### src/rtl/led7_scan_ctrl.sv
// Time-multiplexed scan controller for a bank of 7-segment digits that share one led7_decoder.
// Rotates SHOW/GUARD per digit and swaps double-buffered display data only at frame start.
module led7_scan_ctrl #(
    parameter int unsigned NUM_DIGITS       = 4,
    parameter int unsigned REFRESH_DIV      = 50000,
    parameter int unsigned GUARD_CYCLES     = 2500,
    parameter int unsigned ANODE_ACTIVE_LOW = 1,
    parameter int unsigned LZB              = 0
) (
    input  logic                    clk,
    input  logic                    rst,
    input  logic [4*NUM_DIGITS-1:0] digits_in,
    input  logic [NUM_DIGITS-1:0]   digit_en,
    input  logic                    load,
    output logic [3:0]              dec_in,
    output logic                    dec_on,
    output logic [NUM_DIGITS-1:0]   an,
    output logic                    frame_done
);

    localparam int unsigned DW         = 4 * NUM_DIGITS;
    localparam int unsigned IDX_W      = (NUM_DIGITS > 1) ? $clog2(NUM_DIGITS) : 1;
    localparam int unsigned CNT_MAX    = (REFRESH_DIV > GUARD_CYCLES) ? REFRESH_DIV : GUARD_CYCLES;
    localparam int unsigned CNT_W      = (CNT_MAX > 1) ? $clog2(CNT_MAX + 1) : 1;
    localparam int unsigned SHOW_LAST  = (REFRESH_DIV > 0) ? REFRESH_DIV - 1 : 0;
    localparam int unsigned GUARD_LAST = (GUARD_CYCLES > 0) ? GUARD_CYCLES - 1 : 0;

    localparam logic [NUM_DIGITS-1:0] AN_OFF   = (ANODE_ACTIVE_LOW != 0) ? '1 : '0;
    localparam logic [IDX_W-1:0]      IDX_LAST = IDX_W'(NUM_DIGITS - 1);

    typedef enum logic [1:0] {
        ST_IDLE  = 2'd0,
        ST_SHOW  = 2'd1,
        ST_GUARD = 2'd2
    } state_e;

    state_e                  state_q, state_d;
    logic [IDX_W-1:0]        idx_q, idx_d;
    logic [CNT_W-1:0]        cnt_q, cnt_d;
    logic [DW-1:0]           shadow_q, shadow_d;
    logic [DW-1:0]           pending_q, pending_d;
    logic                    pending_valid_q, pending_valid_d;
    logic [3:0]              dec_in_q, dec_in_d;
    logic                    dec_on_q, dec_on_d;
    logic [NUM_DIGITS-1:0]   an_q, an_d;
    logic                    frame_done_q, frame_done_d;
    logic                    frame_start;
    logic [IDX_W-1:0]        idx_next;
    logic [NUM_DIGITS-1:0]   onehot;
    logic [NUM_DIGITS-1:0]   blank;

    // Digit k is blanked when it and every more significant nibble are zero; digit 0 never is.
    function automatic logic [NUM_DIGITS-1:0] lzb_mask(input logic [DW-1:0] s);
        logic                  run;
        logic [NUM_DIGITS-1:0] mask;
        run  = 1'b1;
        mask = '0;
        for (int k = NUM_DIGITS - 1; k >= 1; k--) begin
            run     = run & (s[4*k +: 4] == 4'd0);
            mask[k] = run;
        end
        return mask;
    endfunction

    always_ff @(posedge clk) begin
        if (rst) begin
            state_q         <= ST_IDLE;
            idx_q           <= '0;
            cnt_q           <= '0;
            shadow_q        <= '0;
            pending_q       <= '0;
            pending_valid_q <= 1'b0;
            dec_in_q        <= 4'd0;
            dec_on_q        <= 1'b0;
            an_q            <= AN_OFF;
            frame_done_q    <= 1'b0;
        end else begin
            state_q         <= state_d;
            idx_q           <= idx_d;
            cnt_q           <= cnt_d;
            shadow_q        <= shadow_d;
            pending_q       <= pending_d;
            pending_valid_q <= pending_valid_d;
            dec_in_q        <= dec_in_d;
            dec_on_q        <= dec_on_d;
            an_q            <= an_d;
            frame_done_q    <= frame_done_d;
        end
    end

    always_comb begin
        state_d         = state_q;
        idx_d           = idx_q;
        cnt_d           = cnt_q + CNT_W'(1);
        shadow_d        = shadow_q;
        pending_d       = pending_q;
        pending_valid_d = pending_valid_q;
        dec_in_d        = dec_in_q;
        dec_on_d        = 1'b0;
        an_d            = AN_OFF;
        frame_done_d    = 1'b0;
        frame_start     = 1'b0;
        onehot          = '0;
        blank           = '0;
        idx_next        = (idx_q == IDX_LAST) ? '0 : idx_q + IDX_W'(1);

        // Sequencing; cnt restarts on every state change.
        unique case (state_q)
            ST_IDLE: begin
                state_d     = ST_SHOW;
                idx_d       = '0;
                cnt_d       = '0;
                frame_start = 1'b1;
            end
            ST_SHOW: begin
                if (cnt_q == CNT_W'(SHOW_LAST)) begin
                    cnt_d = '0;
                    if (GUARD_CYCLES == 0) begin
                        idx_d       = idx_next;
                        frame_start = (idx_q == IDX_LAST);
                    end else begin
                        state_d = ST_GUARD;
                    end
                end
            end
            ST_GUARD: begin
                if (cnt_q == CNT_W'(GUARD_LAST)) begin
                    state_d     = ST_SHOW;
                    cnt_d       = '0;
                    idx_d       = idx_next;
                    frame_start = (idx_q == IDX_LAST);
                end
            end
            default: begin
                state_d = ST_IDLE;
                idx_d   = '0;
                cnt_d   = '0;
            end
        endcase

        // Double buffer: a load coinciding with frame start bypasses pending.
        if (frame_start) begin
            pending_valid_d = 1'b0;
            if (load) begin
                shadow_d = digits_in;
            end else if (pending_valid_q) begin
                shadow_d = pending_q;
            end
        end else if (load) begin
            pending_d       = digits_in;
            pending_valid_d = 1'b1;
        end

        // Outputs are computed from next-state values so they align with the registered state.
        if (LZB != 0) begin
            blank = lzb_mask(shadow_d);
        end
        if (state_d == ST_SHOW) begin
            onehot       = NUM_DIGITS'(1) << idx_d;
            an_d         = AN_OFF ^ onehot;
            dec_in_d     = shadow_d[{idx_d, 2'b00} +: 4];
            dec_on_d     = digit_en[idx_d] & ~blank[idx_d];
            frame_done_d = frame_start;
        end
    end

    assign dec_in     = dec_in_q;
    assign dec_on     = dec_on_q;
    assign an         = an_q;
    assign frame_done = frame_done_q;

endmodule
### config.mk
export PLATFORM = sky130hd
export DESIGN_NAME = led7_scan_ctrl
export DESIGN_NICKNAME = d
export VERILOG_FILES = /design/src/rtl/led7_scan_ctrl.sv
export SDC_FILE = /design/constraint.sdc
export NUM_CORES = 1
export LEC_CHECK = 0
export CELL_PAD_IN_SITES_DETAIL_PLACEMENT = 1
export CELL_PAD_IN_SITES_GLOBAL_PLACEMENT = 1
export CORE_MARGIN = 3
export CORE_UTILIZATION = 24
export CTS_BUF_LIST = sky130_fd_sc_hd__clkbuf_16
export DETAILED_ROUTE_END_ITERATION = 7
export PLACE_DENSITY_LB_ADDON = 0.1
export SYNTH_ARGS = -nofsm -noshare
export SYNTH_HDL_FRONTEND = slang
export SYNTH_SLANG_ARGS = --single-unit
### constraint.sdc
create_clock -name clk -period 3.4 [get_ports clk]
set_clock_uncertainty 0.05 [all_clocks]
set_input_delay 0.34 -clock clk [delete_from_list [all_inputs] [get_ports clk]]
set_output_delay 0.34 -clock clk [all_outputs]
set_load 0.05 [all_outputs]
==> results, run 1 <==
- In the layout the commonest cells are dfxtp_1, nor2_1, nand2_1.
- The average vias per placed instance is 4.974.
- The headroom to the max-slew limit is 0.4413.
- Of all flip-flops after synthesis, the portion carrying an async set or reset was 0.
- For this run, the total global-route usage over all layers was measured as 0.1456.
- After synthesis, the cell types taking the most area are dfxtp_1, mux2i_1, nor2_1, nand2_1, nand3_1.
- The routed length per placed instance is 16.95 um.
- The leakage power is 0.001460 uW.
- The startpoint identified for the worst register-to-register timing path is cnt_q[0].
- The filler-free cell count of the finished design is 607.
- The min-delay analysis places its worst path in the category in2reg.
- In this run the number of cells on the critical path is 8.
- The required arrival time at the worst endpoint is 3590 ps.
- The via count of the first global-routing pass came to 3,032.
- Summed over all nets, the half-perimeter wirelength after detailed placement is 7249 um.
- The standard cell with the maximum stage delay on the critical path is or4_4.
- The number of clock sinks seen by CTS is 63.
- The clock passes through at most 2 buffers.
- The flow ran to the end, and the final reports show no timing, DRC or antenna violations.
- The number of nets handed over by synthesis was 425.
- The floorplan step defined a die boundary enclosing 15,370 um^2.
- In this run the worst path has a maximum fanout of 10.
- Entering global routing, the biggest net connects 28 pins.
- The DRC violation count after routing is 0.
- In this run the post-CTS setup repair buffer count came out at 0.
- After floorplanning, the core was sized to cover 13,450 um^2.
- The quantity of I/O buffers inserted on ports is 32.
- The count of final max-slew check failures is 0.
- The number of search-and-repair iterations in the first detailed-routing pass is 4.
- Counting distinct cell types in the post-synthesis netlist gives 63.
- The final layout contains routed wiring with a total length of 10,290 um.
- The tool flagged a number of max-cap violations equal to 0.
- The share of total power dissipated in combinational logic is 0.127.
- The signal on the critical path passes through ha_1 > or4b_4 > or4_4 > nand3_1 > nand3_2 > o21ai_2 > nand2_1 > a311oi_1.
- The time the worst path needs with I/O delays and setup is 2972 ps.
- The category of the critical setup timing path is reg2reg.
- After clock tree synthesis, the clock-pin slew on the worst setup and hold paths is 50 ps.
- The layout net count is 456.
- For this design the total switching power over the nets is 516.8 uW.
- The first global-routing pass estimated 16,810 um of wire.
- The area growth from synthesis to layout is 24.53%.
- STA classifies the critical path startpoint as a register.
- After detailed placement, the design holds a cell count of 592.
- Leaving out fill and tap cells, the most frequent cell in the layout is dfxtp_1.
- Of the synthesized area, sequential elements account for 0.3775.
- The clock tree from TritonCTS is yes.
- The cell count after synthesis is 396.
- The worst hold path terminates at pending_q[11].
- The H-tree level count is 3.
- The post-route cell area is 4160 um^2.
- The slack of the worst reg-to-reg path is 430 ps.
- The remaining antenna violation count is 0.
- On the worst path, the slowest cell contributes a delay of 580 ps.
- The switching share of power is 0.2552.
- Setup repair after global routing left no endpoint under its margin.
- The placed instances occupy a cell area of 3857 um^2.
- The fraction of the core area covered by cells at the end of the flow is 0.3092.
- Counting instances, the worst hold path has a depth of 2.
- The initial antenna violation count is 0.
- The synthesized design contains 63 register bits.
- The tree is rooted in a clkbuf_16.
- Of the post-synthesis cell area, the dominant cell type holds 0.3775.
- For this configuration, the core starts out at a cell density of 0.2483.
- The reg-to-reg critical path endpoint is dec_in[1].
- The worst endpoint data arrival time is 3160 ps.
- The insertion delay to the later sink of the worst-skew pair is 340 ps.
- The hold buffer count at CTS is 0.
- The number of instances resized during post-cts repair is 0.
- In the finished design, the share of the clock period the worst path needs comes to 0.8741.
- The cell family with the largest share of critical-path delay is simple AND/OR/NAND/NOR gates.
- Yosys printed 0 warnings.
- The count of final hold-check violations is 0.
- The power density over cell area is 486.7 nW/um^2.
- The die is 124.0 um wide.
- The row count is 42.
- The synthesized netlist occupies a cell area of 3341 um^2.
- The total overflow left after global routing is 0.
- The number of clock buffers added by TritonCTS is 9.
- The DRC violation total after the first TritonRoute iteration is 128.
- The startpoint identified for the worst hold timing path is rst.
- The vertical die dimension is 124.0 um.
- The total negative slack is 0 ps.
- The number of buffer and inverter instances along the worst setup path is 0.
- The category of the worst setup path capture point is a register.
- Of the cells placed in the final design, the portion with a size suffix greater than 1 is 0.09745.
- The worst register-to-register path has a depth of 8.
- The routed layout has 3,019 vias.
- The measured slew at the worst slew-check pin is 836.9 ps.
- The peak supply drop is 205.7 uV.
- After synthesis, the mean cell area works out to 8.436 um^2.
- The share of power burned in registers is 0.392.
- The largest area contributor in the netlist is dfxtp_1.
- Setup violations remaining at the end of the flow were counted as 0.
- In this run, synthesis inferred 0 flip-flops with an integrated enable.
- The highest clock frequency the design can meet is 0.3365 GHz.
- In the synthesized netlist the dominant register cell turns out to be dfxtp_1.
- Cell internal power was estimated by the tool at 1508 uW.
- The number of diodes is 0.
- The share of total power dissipated in the clock network is 0.481.
- For this design the top-level I/O count stands at 33.
- The global placer's final weighted congestion is 0.7816.
## layer usage
layer  up-vias  part of all wire  track usage
met5         -                 0            0
li1       1490                 -            -
met2        44              0.41       0.2018
met1      1470              0.53       0.2125
met4         0             0.021      0.05886
met3        15             0.038      0.03769
## Yosys cell counts (3+ instances only)
cell	count
dfxtp_1	63
nor2_1	62
nand2_1	33
mux2i_1	27
nand3_1	22
o21ai_0	21
clkbuf_1	14
a21oi_1	11
o22ai_1	10
nor2b_1	9
a31oi_1	7
inv_1	7
xnor2_1	7
xor2_1	7
ha_1	6
nand3b_1	6
nor3_1	6
and3_1	5
a211oi_1	4
a22o_1	4
buf_1	4
nor3b_1	3
o211ai_1	3
## worst max-delay path by stage
stage | to | slack [ps] | from
after floorplan | dec_in[2] | 690 | cnt_q[0]
after global placement | dec_in[1] | 420 | cnt_q[0]
after global routing | dec_in[1] | 160 | cnt_q[0]
after detailed placement | dec_in[1] | 410 | cnt_q[0]
after CTS | dec_in[1] | 370 | cnt_q[0]
final | dec_in[1] | 430 | cnt_q[0]
## power groups by stage
stage                     registers [uW]  clock network [uW]  logic, uW
after floorplan                      825                   0        140
after global placement               808                   0        257
after detailed placement             809                   0        259
after CTS                            793                1010        260
after global routing                 797                1050        285
final                                794                 975        256
## final cells by class
class,count,area [um^2]
repair buffers,42,390.4
inverters,8,30.03
flip-flops and latches,63,1261
fillers,1601,9293
multi-input cells,303,1956
clock buffers,9,225.2
well taps,176,220.2
clock inverters,6,77.57
## logic make-up after synthesis
logic type | count (synthesis) | share of synthesized area
AOI/OAI and AO/OA | 86 | 0.1775
xor gates and xnor gates | 14 | 0.03670
adders and majority gates | 6 | 0.02247
buffers and inverters | 30 | 0.03783
DFF | 63 | 0.3775
muxes | 28 | 0.08502
and+or+nand+nor | 169 | 0.2629
## sequential cells by signal, indices dropped and copies added (netlist names), 2 cells and up
register / cells
shadow_q: 16
state_q: 2
an: 4
dec_in: 4
pending_q: 16
cnt_q: 16
idx_q: 2
## through the flow
stage / total power (uW) / hold WS [ps] / setup WS, ps
floorplan: 965.2 / 379.7 / 688.7
global route: 2130 / 402.3 / 155.3
global placement: 1065 / 393.8 / 422.4
CTS: 2066 / 397.1 / 373.4
detailed placement: 1068 / 411.4 / 414.9
finish: 2025 / 392.4 / 427.9
No activity file was read; power rests on OpenSTA's default activity.
==> run 2, diff against run 1 <==
--- a/constraint.sdc
+++ b/constraint.sdc
@@ -4,2 +4,2 @@
 set_output_delay 0.34 -clock clk [all_outputs]
-set_load 0.05 [all_outputs]
+set_load 0.005 [all_outputs]
==> results of run 2 <==
Same layout as run 1 (identical final DEF). Status: finished, final reports clean.
Main changes from that run: total power 2025 uW -> 2001 uW; worst IR drop on VDD 205.7 uV -> 177.6 uV
==> run 3, diff against run 2 <==
Settings changed: CAP_MARGIN from default to 30, CORE_MARGIN 3 to default, CORE_UTILIZATION 24 to 40.
==> run 3 against run 2 <==
Clock-buffer cell count is the same. Largest power group unchanged. Design area is 2.2% lower. Clock power increased by 0.9%. Register-to-register slack improved by 70 ps. Critical path depth did not move. First-iteration DRC count down 4.7%. Sequential power about the same. Critical endpoint is now dec_in[0]. Final cell count shrank 13%. Combinational power barely moved. Die area decreased by 43%. Routed wire length shrank 8.0%.
==> results, run 3 (synthesized netlist as in run 1, its figures left out) <==
- During I/O placement, the number of pins put on the boundary was 33.
- Buffers added to address setup during post-CTS repair amount to 0.
- The full die area is 8721 um^2.
- The initial antenna violation count is 0.
- For the finished layout, the period the worst path requires is 2906 ps.
- Summed over all failing endpoints, the final setup total negative slack is 0 ps.
- At the end of the flow, the number of nets in the layout was 453.
- The row count is 32.
- Gates resized during post-CTS repair numbered 0.
- The initial utilization of the core area, before any placement, comes to 0.4235.
- The insertion delay to the later sink of the worst-skew pair is 330 ps.
- The type of element launching the critical path is a register.
- The fraction of layout instances using a drive strength above 1 is 0.09324.
- The global router's overall resource usage is 0.2301.
- Setup repair after global routing left no endpoint under its margin.
- The total overflow left after global routing is 0.
- The core region is 7888 um^2.
- The average vias per placed instance is 5.672.
- The first-pass GRT wire length is 15,410 um.
- The largest registers in the layout are cnt_q x16, pending_q x16, shadow_q x16.
- The count of final max-slew check failures is 0.
- The power density over cell area is 493.7 nW/um^2.
- Of the available clock period, the critical path in the final layout requires 0.8548.
- The vertical die dimension is 93.39 um.
- The maximum fanout along the worst path is 10.
- The slack of the worst reg-to-reg path is 490 ps.
- The DRC violation total after the first TritonRoute iteration is 122.
- The global placer's final weighted congestion is 0.8126.
- In the global route stage, met3 resource usage came out at 0.04472.
- The beginning of the worst hold path is cnt_q[0].
- From synthesis to final layout, the design area changed by 21.76%.
- The count of maximum capacitance violations is 0.
- The depth of the worst register-to-register path is 8.
- The cell family with the largest share of critical-path delay is simple AND/OR/NAND/NOR gates.
- The hold buffer count at CTS is 0.
- The measured slew at the worst slew-check pin is 817.5 ps.
- Walking the worst path, the cells encountered are ha_1 > or4b_4 > or4_4 > nand3_1 > nand3_2 > o21ai_2 > o21ai_0 > a211oi_1.
- For this run, the slowest stage of the critical path takes 590 ps.
- For this block, the via count after detailed routing is 3,012.
- The most common cell after layout, fill and taps aside is dfxtp_1.
- The critical path endpoint is dec_in[0].
- Static timing analysis puts the maximum clock frequency at 0.3441 GHz.
- After global routing, the most crowded layer is met2.
- For this design, the sink count on the clock tree is 63.
- The number of buffer and inverter instances along the worst setup path is 0.
- Across the VDD grid, the largest voltage drop is 282.1 uV.
- The met2 track utilization from global routing is 0.3487.
- The H-tree level count is 3.
- The category of the worst setup path capture point is a register.
- Dividing the detail-routed wire length by the instance count gives 17.82 um.
- The top cell types in the final layout, fill and taps aside, are dfxtp_1, nor2_1, nand2_1.
- For the worst setup path, the data required time is 3590 ps.
- The number of search-and-repair iterations in the first detailed-routing pass is 4.
- The clock tree root driver cell is clkbuf_16.
- The floorplan die width is 93.39 um.
- The critical path depth in cells is 8.
- The quantity of I/O buffers inserted on ports is 32.
- For this block, the routed nets add up to 9460 um of wire.
- The clock tree from TritonCTS is yes.
- The buffer levels on the longest clock path is 2.
- The number of diodes is 0.
- The flow ran to the end, and the final reports show no timing, DRC or antenna violations.
- Setup violations remaining at the end of the flow were counted as 0.
- The count of nets left with antenna violations once routing finished came out at 0.
- The half-perimeter wire length of the detailed placement result is 6447 um.
- The worst endpoint data arrival time is 3100 ps.
- The start of the worst register-to-register path is cnt_q[0].
- The slowest stage of the critical path belongs to the cell or4_4.
- In the global route stage, met1 resource usage came out at 0.3253.
- The category of the critical setup timing path is reg2reg.
- In the routed design, unresolved DRC markers number 0.
- Buffers inserted during clock tree synthesis total 9.
- The leakage power is 0.001451 uW.
- The count of final hold-check violations is 0.
- Clock-pin slew was measured on the worst setup and hold paths at 60 ps.
- Entering global routing, the biggest net connects 45 pins.
- The path class of the tightest hold or removal check is reg2reg.
- In this run the worst setup path begins at cnt_q[0].
- The endpoint identified for the worst register-to-register timing path is dec_in[0].
- The headroom to the max-slew limit is 0.4550.
- The via count of the first global-routing pass is 3,035.
- The overall power is 2008 uW.
## run 3: layer usage
layer,part of all wire,vias up
met5,0,-
met3,0.036,10
li1,-,1483
met2,0.44,50
met4,0.012,0
met1,0.51,1469
## run 3: how the worst min path moves through the flow
stage | to | slack (ps) | depth (start not counted)
finish | cnt_q[0] | 430 | 1
floorplan | cnt_q[0] | 380 | 1
CTS | cnt_q[0] | 440 | 1
global route | cnt_q[0] | 460 | 1
detailed placement | cnt_q[0] | 430 | 1
global placement | cnt_q[0] | 390 | 1
## run 3: power by group
part	internal, uW	switching (uW)
sequential	770	23.2
clock	636	347
combinational	107	125
total	1510	495
## run 3: area by class of cell
| type | instances | area [um^2] |
|---|---|---|
| fill | 947 | 3820 |
| timing repair buffer | 39 | 380.4 |
| clock inverter | 7 | 87.58 |
| inverter | 8 | 30.03 |
| sequential | 63 | 1261 |
| clock buffer | 9 | 225.2 |
| multi-input combinational | 303 | 1956 |
| tap | 102 | 127.6 |
## run 3: per-stage QoR
stage	instance area (um^2)	utilization	hold slack, ps	std cells	setup slack (ps)
floorplan	3341	-	379.7	396	688.7
global placement	3740	0.4741	394.2	514	566.7
detailed placement	3755	0.4760	425.9	515	470.0
CTS	4068	0.5157	438.5	531	460.2
global route	4068	0.5157	460.1	531	292.3
finish	4068	0.5157	425.4	531	493.6
## run 3: worst register-to-register path, cell delays in order, from the launching register on
cell	delay, ps
dfxtp_1	370
ha_1	230
or4b_4	500
or4_4	590
nand3_1	120
nand3_2	220
o21ai_2	330
o21ai_0	140
a211oi_1	260
